## src/rtl/mem_byte_bridge.sv

```systemverilog
// Bridges 32-bit CPU word/byte loads and stores onto a byte-wide synchronous memory port.
// Words are moved little-endian, one byte per cycle; misaligned word accesses are rejected.
module mem_byte_bridge (
  input  logic        clk,
  input  logic        rst,
  input  logic        req,
  input  logic        we,
  input  logic        isbyte,
  input  logic [31:0] addr,
  input  logic [31:0] wdata,
  output logic [31:0] rdata,
  output logic        busy,
  output logic        done,
  output logic        err,
  output logic        mem_en,
  output logic        mem_we,
  output logic [31:0] mem_addr,
  output logic [7:0]  mem_wdata,
  input  logic [7:0]  mem_rdata
);

  typedef enum logic [2:0] {
    StIdle,
    StXfer,
    StTail,
    StDone,
    StErr
  } state_e;

  state_e      state_q, state_d;
  logic        we_q, we_d;
  logic        isbyte_q, isbyte_d;
  logic [31:0] base_q, base_d;
  logic [31:0] wdata_q, wdata_d;
  logic [1:0]  cnt_q, cnt_d;
  logic [23:0] buf_q, buf_d;
  logic [31:0] rdata_q, rdata_d;
  logic [1:0]  last_idx;

  assign last_idx = isbyte_q ? 2'd0 : 2'd3;

  always_ff @(posedge clk or negedge rst) begin
    if (!rst) begin
      state_q  <= StIdle;
      we_q     <= 1'b0;
      isbyte_q <= 1'b0;
      base_q   <= '0;
      wdata_q  <= '0;
      cnt_q    <= '0;
      buf_q    <= '0;
      rdata_q  <= '0;
    end else begin
      state_q  <= state_d;
      we_q     <= we_d;
      isbyte_q <= isbyte_d;
      base_q   <= base_d;
      wdata_q  <= wdata_d;
      cnt_q    <= cnt_d;
      buf_q    <= buf_d;
      rdata_q  <= rdata_d;
    end
  end

  always_comb begin
    state_d  = state_q;
    we_d     = we_q;
    isbyte_d = isbyte_q;
    base_d   = base_q;
    wdata_d  = wdata_q;
    cnt_d    = cnt_q;
    buf_d    = buf_q;
    rdata_d  = rdata_q;
    unique case (state_q)
      StIdle: begin
        if (req) begin
          we_d     = we;
          isbyte_d = isbyte;
          wdata_d  = wdata;
          cnt_d    = 2'd0;
          base_d   = isbyte ? addr : {addr[31:2], 2'b00};
          state_d  = (!isbyte && (addr[1:0] != 2'b00)) ? StErr : StXfer;
        end
      end
      StXfer: begin
        // Memory read data lags the strobe by one cycle, so store the previous byte.
        if (!we_q) begin
          unique case (cnt_q)
            2'd1:    buf_d[7:0]   = mem_rdata;
            2'd2:    buf_d[15:8]  = mem_rdata;
            2'd3:    buf_d[23:16] = mem_rdata;
            default: ;
          endcase
        end
        if (cnt_q == last_idx) begin
          state_d = we_q ? StDone : StTail;
        end else begin
          cnt_d = cnt_q + 2'd1;
        end
      end
      StTail: begin
        rdata_d = isbyte_q ? {{24{mem_rdata[7]}}, mem_rdata} : {mem_rdata, buf_q};
        state_d = StDone;
      end
      StDone: begin
        cnt_d   = 2'd0;
        state_d = StIdle;
      end
      StErr: begin
        state_d = StIdle;
      end
      default: state_d = StIdle;
    endcase
  end

  always_comb begin
    rdata     = rdata_q;
    busy      = (state_q != StIdle);
    done      = (state_q == StDone) || (state_q == StErr);
    err       = (state_q == StErr);
    mem_en    = 1'b0;
    mem_we    = 1'b0;
    mem_addr  = '0;
    mem_wdata = '0;
    if (state_q == StXfer) begin
      mem_en    = 1'b1;
      mem_we    = we_q;
      mem_addr  = base_q + {30'b0, cnt_q};
      mem_wdata = wdata_q[{cnt_q, 3'b000} +: 8];
    end
  end

endmodule
```

## config.mk

```make
export PLATFORM = sky130hd
export DESIGN_NAME = mem_byte_bridge
export DESIGN_NICKNAME = d
export VERILOG_FILES = /design/src/rtl/mem_byte_bridge.sv
export SDC_FILE = /design/constraint.sdc
export NUM_CORES = 1
export LEC_CHECK = 0
export CAP_MARGIN = 15
export CORE_MARGIN = 2
export CORE_UTILIZATION = 45
export DETAILED_ROUTE_END_ITERATION = 8
export GPL_TIMING_DRIVEN = 0
export PLACE_DENSITY = 0.77
export SLEW_MARGIN = 25
export SYNTH_ARGS = -nofsm -noshare
export SYNTH_HDL_FRONTEND = slang
export SYNTH_SLANG_ARGS = --single-unit
```

## constraint.sdc

```tcl
create_clock -name clk -period 2.47 [get_ports clk]
set_clock_uncertainty 0.2 [all_clocks]
set_input_delay 0.247 -clock clk [delete_from_list [all_inputs] [get_ports clk]]
set_output_delay 0.247 -clock clk [all_outputs]
set_load 0.01 [all_outputs]
```

==> results of run 1 <==
[metal layers]
layer	track usage (%)	vias to the layer above	part of all wire [%]
met3	5.357	33	6.2
met4	9.770	0	1.6
li1	-	2720	-
met2	46.56	203	50
met1	36.19	2894	42
met5	0	-	0
[power by group through the flow]
stage	Combinational, mW	Sequential (mW)	Clock (mW)
floorplan	2.50	3.78	0
global placement	4.39	3.79	0
detailed placement	4.53	3.86	0
CTS	5.04	3.80	2.59
global route	5.74	3.94	2.69
finish	5.26	3.83	2.57
[cells by family (layout without fill, tap and decap cells)]
family	Yosys count	in the layout	synth area share, %
and+or+nand+nor	327	327	23.39
DFF	127	127	51.43
AOI/OAI and AO/OA	101	101	9.131
buffers and inverters	54	292	3.442
muxes	46	46	9.577
xor gates and xnor gates	12	12	1.701
adders and majority gates	6	6	1.336
[flip-flops by register name, summed over array words and instances, names as in the netlist]
| register | flops |
|---|---|
| base_q | 32 |
| buf_q | 24 |
| cnt_q | 2 |
| isbyte_q | 1 |
| rdata | 32 |
| state_q | 3 |
| wdata_q | 32 |
| we_q | 1 |
[metrics by stage]
step	std cells	setup TNS (ps)	util, %	instance area (um2)
2_1_floorplan	673	0	-	6225
3_3_place_gp	1002	-510200	59.76	7976
3_5_place_dp	1003	-21130	60.00	8009
4_1_cts	1070	-9853	69.00	9210
5_1_grt	1087	-12430	70.94	9469
6_report	1087	-9902	70.94	9469
[Yosys cell counts (11+ instances only)]
| master | number |
|---|---|
| a21oi_1 | 68 |
| mux2i_1 | 13 |
| inv_1 | 14 |
| nand2_1 | 201 |
| mux2_2 | 25 |
| nor2_1 | 49 |
| dfrtp_1 | 127 |
| nor4_1 | 12 |
| o21ai_0 | 13 |
| nand3_1 | 13 |
| xnor2_1 | 11 |
| clkbuf_1 | 35 |
[repair_timing]
action                                 CTS  global route
cloned                                   1             0
hold buffers                             1             0
buffers inserted                        36            22
pin swaps                               21            26
endpoints found under the hold margin  111             0
gates resized for setup                250            55
setup endpoints to repair               70            99
[worst max-delay path, stage by stage (launching register included)]
cell,delay [ps]
dfrtp_1,400
nand4_4,170
or4_4,530
buf_6,160
or4_1,490
a21oi_1,170
buf_2,150
[worst max path at each step]
stage	start	to	slack [ps]
2_1_floorplan	cnt_q[0]$_DFFE_PN0P_	mem_addr[24]	1
3_3_place_gp	rst	cnt_q[0]$_DFFE_PN0P_	-4330
3_5_place_dp	cnt_q[1]$_DFFE_PN0P_	mem_addr[17]	-980
4_1_cts	base_q[12]$_DFFE_PN0P_	mem_addr[24]	-460
5_1_grt	base_q[8]$_DFFE_PN0P_	mem_addr[22]	-500
6_report	base_q[8]$_DFFE_PN0P_	mem_addr[22]	-460
[cell type report]
class | count | area, um2
Buffer | 37 | 276.5
Timing Repair Buffer | 209 | 1897
Multi-Input combinational cell | 492 | 3211
Tap cell | 176 | 220.2
Clock buffer | 18 | 439.2
Fill cell | 1000 | 3879
Sequential cell | 127 | 3192
Inverter | 14 | 60.06
Clock inverter | 14 | 173.9
==> impl_metrics.ini, run 1 <==
[final_layout]
layout-drive-gt1-share_pct = 27.66
antenna_cells = 0
syn_to_final_growth_pct = 53.23
layout_commonest_cell = nand2_1
fin_nets = 981
mostFrequentLayoutCells = nand2_1, dfrtp_1, clkdlybuf4s50_1

[worst_setup_path]
r2r_cells = 10
rr_startpoint = cnt_q[0]$_DFFE_PN0P_
cp_max_fo = 7
cp.arrival_ps = 2490
critical_path_class = reg -> out
cp-end-kind = primary output
r2r-end = buf_q[7]$_DFFE_PN0P_
cp.required_ps = 2020
crit_path_start_kind = flip-flop
r2r_slack_ps = 90

[hold_path]
hold_path.class = in -> async

[route]
vias = 5850
vias_per_cell = 5.382
totalWireLength_um = 19870
postRouteAntennaNets = 0
drt_iter0_drc = 449
first_pass_iters = 6
post_drt_wl_per_cell_um = 18.28
route.detailed.drc = 0

[power_and_ir_drop]
p_leak_nw = 4.317
p_comb_share_pct = 45.1
peakVddDrop_v = 0.0006671
pwr-share-seq_pct = 32.8
p_per_area_nw_per_um2 = 1232
p_sw_mw = 4.447
swShare_pct = 38.12
internal_power_mw = 7.220
clock_power_share_pct = 22.0
finalPower_mw = 11.67

[timing]
whs_ps = 128.8
worstMarginPinSlew_ps = 686.3
relSlewSlack_pct = 54.25
fmax_ghz = 0.3411
worst_slack_ps = -462.0
min_period_over_period_pct = 118.7
finalCriticalPeriod_ps = 2932
finalHoldViolCount = 0
rsz0062_at_grt = yes
finalMaxSlewViolations = 0
finalSetupViolCount = 35

[clocking]
cts_buffer_depth = 2
clkSlewWorstSetupHoldPaths_ps = 60
cts_sinks = 127
numCtsBuffers = 17
htree_levels = 4
root_buffer = clkbuf_16
clock_latency_ps = 420
cts_tree = yes

[synth]
async_flop_share_pct = 100.0
synth_seq_area_share_pct = 51.43
syn_avg_cell_area_um2 = 9.182
yosysWarnings = 0
netlist_instances = 673
synth.net_count = 756
netlist.top_cell.by_area = dfrtp_1
synth_edf_count = 0
yosysUniqueCellTypes = 44
netlist_area_um2 = 6180
synth-seq-cells = 127
synth_top_area_share_pct = 51.43
synthTopCellsByArea = dfrtp_1, nand2_1, a21oi_1
synth_flop_cell = dfrtp_1

[placed_design]
dp_hpwl_um = 13140
portBuffers = 153
finalWeightedCongestion = 0.8987
dp_slack_ps = -982.6

[global_route]
grt_pass1_vias = 6089
grt_pass1_wl_um = 31350
antenna_found_initial = 0
grt_usage_pct = 27.81
grt-ovfl-total = 0
grt_start_max_net_pins = 73

[status]
failed_checks = negative setup slack
outcome = finished with violations

[die]
dieHeight_um = 121.2
io_pins = 154
fp.dieArea_um2 = 14690
rows = 42
core_area_um2 = 13350
chipWidth_um = 121.2
start_util_pct = 46.30

[run]
max_cap_violations = 0
Power figures use the tool's default switching activity.
==> inputs of run 2 (changes only) <==
--- a/config.mk
+++ b/config.mk
@@ -6,11 +6,11 @@
 export NUM_CORES = 1
 export LEC_CHECK = 0
 export CAP_MARGIN = 15
+export CORE_ASPECT_RATIO = 0.9
 export CORE_MARGIN = 2
-export CORE_UTILIZATION = 45
+export CORE_UTILIZATION = 35
 export DETAILED_ROUTE_END_ITERATION = 8
 export GPL_TIMING_DRIVEN = 0
-export PLACE_DENSITY = 0.77
 export SLEW_MARGIN = 25
 export SYNTH_ARGS = -nofsm -noshare
 export SYNTH_HDL_FRONTEND = slang
==> impl_metrics.ini, run 2 (synthesis results as in run 1) <==
[placed_design]
finalWeightedCongestion = 0.8012
dp_hpwl_um = 12770
dp_slack_ps = -944.8
portBuffers = 153

[worst_setup_path]
cp.required_ps = 2020
cp_slowest_cell = or4_4
cpPeakStageDelay_ps = 510
cp_max_fo = 4
cp.arrival_ps = 2530
cp-end-kind = primary output
critical_path_class = reg -> out
crit_chain = ha_4 -> fa_2 -> nand3_4 -> or2_4 -> clkbuf_16 -> or4_4 -> a21oi_2 -> buf_2
crit_path_start_kind = flip-flop

[final_layout]
fin_nets = 984
mostFrequentLayoutCells = nand2_1, dfrtp_1, clkdlybuf4s50_1
antenna_cells = 0
final_core_util_pct = 54.71
layout_commonest_cell = nand2_1
layout-drive-gt1-share_pct = 25.93
syn_to_final_growth_pct = 54.38

[global_route]
grt-ovfl-total = 0
antenna_found_initial = 0
grt_pass1_vias = 5559
grt_usage_pct = 20.99
grt_pass1_wl_um = 30020
grt_start_max_net_pins = 74

[route]
vias = 5712
totalWireLength_um = 19670
route.detailed.drc = 0
vias_per_cell = 4.950
drt_iter0_drc = 281
postRouteAntennaNets = 0
post_drt_wl_per_cell_um = 17.05
first_pass_iters = 5

[clocking]
cts_sinks = 127
cts_tree = yes
cts_buffer_depth = 2
htree_levels = 4
clock_latency_ps = 420
numCtsBuffers = 17
root_buffer = clkbuf_16
clkSlewWorstSetupHoldPaths_ps = 60

[timing]
worst_slack_ps = -508.8
finalMaxSlewViolations = 0
finalSetupViolCount = 27
rsz0062_at_grt = yes
worstMarginPinSlew_ps = 674.3
relSlewSlack_pct = 54.88
finalHoldViolCount = 0
fmax_ghz = 0.3357
min_period_over_period_pct = 120.6
finalCriticalPeriod_ps = 2979

[power_and_ir_drop]
peakVddDrop_v = 0.0006010
p_per_area_nw_per_um2 = 1191
p_leak_nw = 4.289
finalPower_mw = 11.37

[die]
chipWidth_um = 144.1
dieHeight_um = 130.1
io_pins = 154
fp.dieArea_um2 = 18740
rows = 46
core_area_um2 = 17440
start_util_pct = 35.44

[status]
failed_checks = negative setup slack
outcome = finished with violations

[hold_path]
hold_path.class = in -> async

[run]
max_cap_violations = 0
run 2: layer usage:
layer / share of wire [%] / track usage (%) / vias to the layer above / routed length, um
li1: - / - / 2728 / -
met1: 45 / 29.27 / 2794 / 8902
met2: 48 / 33.59 / 172 / 9440
met3: 5.8 / 4.514 / 18 / 1144
met4: 0.93 / 5.248 / 0 / 182
met5: 0 / 0 / - / 0
run 2: where the power goes:
group / total, mW / internal, mW / switching [mW]
combinational: 5.07 / 2.51 / 2.57
sequential: 3.82 / 3.09 / 0.737
clock: 2.47 / 1.46 / 1.01
total: 11.4 / 7.05 / 4.31
run 2: what timing repair did:
action	4_1_cts	5_1_grt
buffers inserted	33	24
gates resized for setup	212	60
endpoints found under the hold margin	67	0
cloned	2	1
pin swaps	18	31
hold buffers	1	0
setup endpoints to repair	71	62
run 2: worst max-delay path: cells and delay by family, from the launching register on:
kind                     cells  cell delay, ps
flip-flops                   1             400
AND/OR/NAND/NOR              3             890
AO/OA/AOI/OAI                1             140
adder cells (fa/ha/maj)      2             390
buffers and inverters        2             300
run 2: metrics by stage:
| stage | hold slack, ps | TNS [ps] | std cells | cell area [um2] |
|---|---|---|---|---|
| after floorplan | -248.6 | 0 | 673 | 6225 |
| after global placement | 255.8 | -576240 | 1066 | 8056 |
| after detailed placement | -1.517 | -20250 | 1067 | 8089 |
| after CTS | 133.0 | -8712 | 1132 | 9200 |
| after global routing | 151.9 | -10220 | 1154 | 9540 |
| final | 117.5 | -8325 | 1154 | 9540 |
run 2: path summary, 6_finish.rpt:
kind	from	end	slack, ps	depth (start not counted)
max in group asynchronous	rst	cnt_q[0]$_DFFE_PN0P_	1210	3
setup reg to reg	state_q[1]$_DFFE_PN0P_	base_q[30]$_DFFE_PN0P_	260	7
setup / recovery	cnt_q[0]$_DFFE_PN0P_	mem_addr[24]	-510	8
hold / removal	rst	base_q[8]$_DFFE_PN0P_	120	2
min in group clk	wdata[20]	wdata_q[20]$_DFFE_PN0P_	140	3
hold reg to reg	wdata_q[13]$_DFFE_PN0P_	wdata_q[13]$_DFFE_PN0P_	270	2
run 2: layout make-up:
class | count | area [um2]
Fill cell | 1535 | 7899
Buffer | 36 | 250.2
Sequential cell | 127 | 3192
Timing Repair Buffer | 213 | 1997
Tap cell | 240 | 300.3
Inverter | 14 | 60.06
Multi-Input combinational cell | 492 | 3162
Clock buffer | 19 | 452.9
Clock inverter | 13 | 126.4
==> inputs of run 3 (changes only) <==
--- a/config.mk
+++ b/config.mk
@@ -11,6 +11,8 @@
 export CORE_UTILIZATION = 35
 export DETAILED_ROUTE_END_ITERATION = 8
 export GPL_TIMING_DRIVEN = 0
+export PLACE_DENSITY_LB_ADDON = 0.1
+export REMOVE_ABC_BUFFERS = 1
 export SLEW_MARGIN = 25
 export SYNTH_ARGS = -nofsm -noshare
 export SYNTH_HDL_FRONTEND = slang
==> impl_metrics.ini, run 3 (synthesis results as in run 1) <==
[global_route]
grt_start_max_net_pins = 76
grt_pass1_wl_um = 28800
grt_pass1_vias = 5542
grt-ovfl-total = 0
grt_usage_pct = 20.03
antenna_found_initial = 1

[power_and_ir_drop]
p_comb_share_pct = 43.1
swShare_pct = 37.01
p_leak_nw = 4.270
p_per_area_nw_per_um2 = 1192
internal_power_mw = 7.070
peakVddDrop_v = 0.0006069
clock_power_share_pct = 22.5
pwr-share-seq_pct = 34.4
p_sw_mw = 4.154
finalPower_mw = 11.22

[timing]
finalMaxSlewViolations = 0
worstMarginPinSlew_ps = 922.8
fmax_ghz = 0.3458
min_period_over_period_pct = 117.1
finalHoldViolCount = 0
relSlewSlack_pct = 38.48
finalCriticalPeriod_ps = 2892
finalSetupViolCount = 30
rsz0062_at_grt = yes
worst_slack_ps = -422.3

[die]
io_pins = 154
dieHeight_um = 130.1
chipWidth_um = 144.1
rows = 46
core_area_um2 = 17440
fp.dieArea_um2 = 18740
start_util_pct = 35.44

[final_layout]
fin_nets = 964
layout_commonest_cell = nand2_1
register_area_um2 = 3196
layout-drive-gt1-share_pct = 28.19
multiInputGateArea_um2 = 3198
mostFrequentLayoutCells = nand2_1, dfrtp_1, clkdlybuf4s50_1
final_area_um2 = 9418
syn_to_final_growth_pct = 52.40
fillCellCount = 1571
final_core_util_pct = 54.00

[worst_setup_path]
crit_start = cnt_q[0]$_DFFE_PN0P_
cpPeakStageDelay_ps = 490
crit_family = simple AND/OR/NAND/NOR gates
worst-path-buf-inv = 1
cp.arrival_ps = 2450
cp.required_ps = 2020
cp-end-kind = primary output
critical_path_class = reg -> out
cp_slowest_cell = or4_4
rr_startpoint = state_q[1]$_DFFE_PN0P_
cp_max_fo = 4
crit_chain = ha_4 -> fa_2 -> nand3_4 -> or2_4 -> or4_4 -> a21oi_2 -> buf_2
crit_path_start_kind = flip-flop

[clocking]
clkSlewWorstSetupHoldPaths_ps = 60
root_buffer = clkbuf_16
cts_buffer_depth = 2
cts_tree = yes
clock_latency_ps = 420
cts_sinks = 127
htree_levels = 4
numCtsBuffers = 17

[placed_design]
dpl_cell_area_um2 = 7956
finalWeightedCongestion = 0.7977
portBuffers = 153
dp_hpwl_um = 10620

[route]
met1Wirelength_um = 8186
route.detailed.drc = 0
vias_per_cell = 4.900
first_pass_iters = 4
totalWireLength_um = 18310
dr_wl_met3_um = 1052
post_drt_wl_per_cell_um = 16.13
postRouteAntennaNets = 0
wl_met2_um = 8778
drt_iter0_drc = 258
route.top_layer_used = met4
vias = 5562

[status]
outcome = finished with violations
failed_checks = negative setup slack

[run]
max_cap_violations = 0

[hold_path]
hold_start = wdata[30]
hold_path.class = in -> reg
[run 3: layer usage]
| layer | up-vias | global-route usage (%) |
|---|---|---|
| met1 | 2684 | 26.78 |
| met5 | - | 0 |
| met4 | 0 | 7.036 |
| met2 | 160 | 31.54 |
| met3 | 25 | 5.505 |
| li1 | 2693 | - |
[run 3: what timing repair did]
action | 4_1_cts | 5_1_grt
hold buffers | 1 | 0
endpoints found under the setup margin | 68 | 39
pin swaps | 37 | 32
hold endpoints to repair | 74 | 0
cloned | 3 | 0
resized for setup | 210 | 51
setup buffers | 49 | 20
[run 3: final timing paths]
path	end	slack (ps)	depth (start not counted)
hold / removal	wdata_q[30]$_DFFE_PN0P_	150	3
min in group asynchronous	wdata_q[30]$_DFFE_PN0P_	160	2
setup / recovery	mem_addr[18]	-420	7
setup reg to reg	buf_q[16]$_DFFE_PN0P_	120	5
hold reg to reg	wdata_q[27]$_DFFE_PN0P_	270	2
max in group asynchronous	rdata[15]$_DFFE_PN0P_	1220	3
[run 3: layout make-up]
type | count | area share [%]
clock inverters | 12 | 1.408
diodes | 1 | 0.02657
repair buffers | 226 | 21.93
flip-flops and latches | 127 | 33.93
well taps | 240 | 3.189
multi-input cells | 495 | 33.96
inverters | 14 | 0.5978
clock buffers | 20 | 4.955
[run 3: worst register-to-register path: stages, from the launching register on]
cell and delay, ps:
dfrtp_2 470, or3b_4 520, buf_4 180, nor2_1 150, nand2_1 320, mux2_2 390
[run 3: stage by stage]
| stage | setup slack, ps | hold slack, ps | std cells | TNS [ps] |
|---|---|---|---|---|
| floorplan | -822.3 | -248.6 | 633 | -22890 |
| CTS | -463.5 | 132.0 | 1114 | -8398 |
| global placement | -4118 | 254.3 | 1026 | -665070 |
| finish | -422.3 | 145.4 | 1135 | -7593 |
| global route | -493.6 | 145.8 | 1135 | -10030 |
| detailed placement | -1482 | 64.33 | 1029 | -35670 |
[run 3: power by group through the flow]
stage	Sequential, mW	Clock [mW]	Combinational [mW]
after floorplan	3.82	0	2.33
after global placement	3.88	0	4.15
after detailed placement	3.92	0	4.26
after CTS	3.85	2.59	4.72
after global routing	4.00	2.70	5.35
final	3.86	2.52	4.84
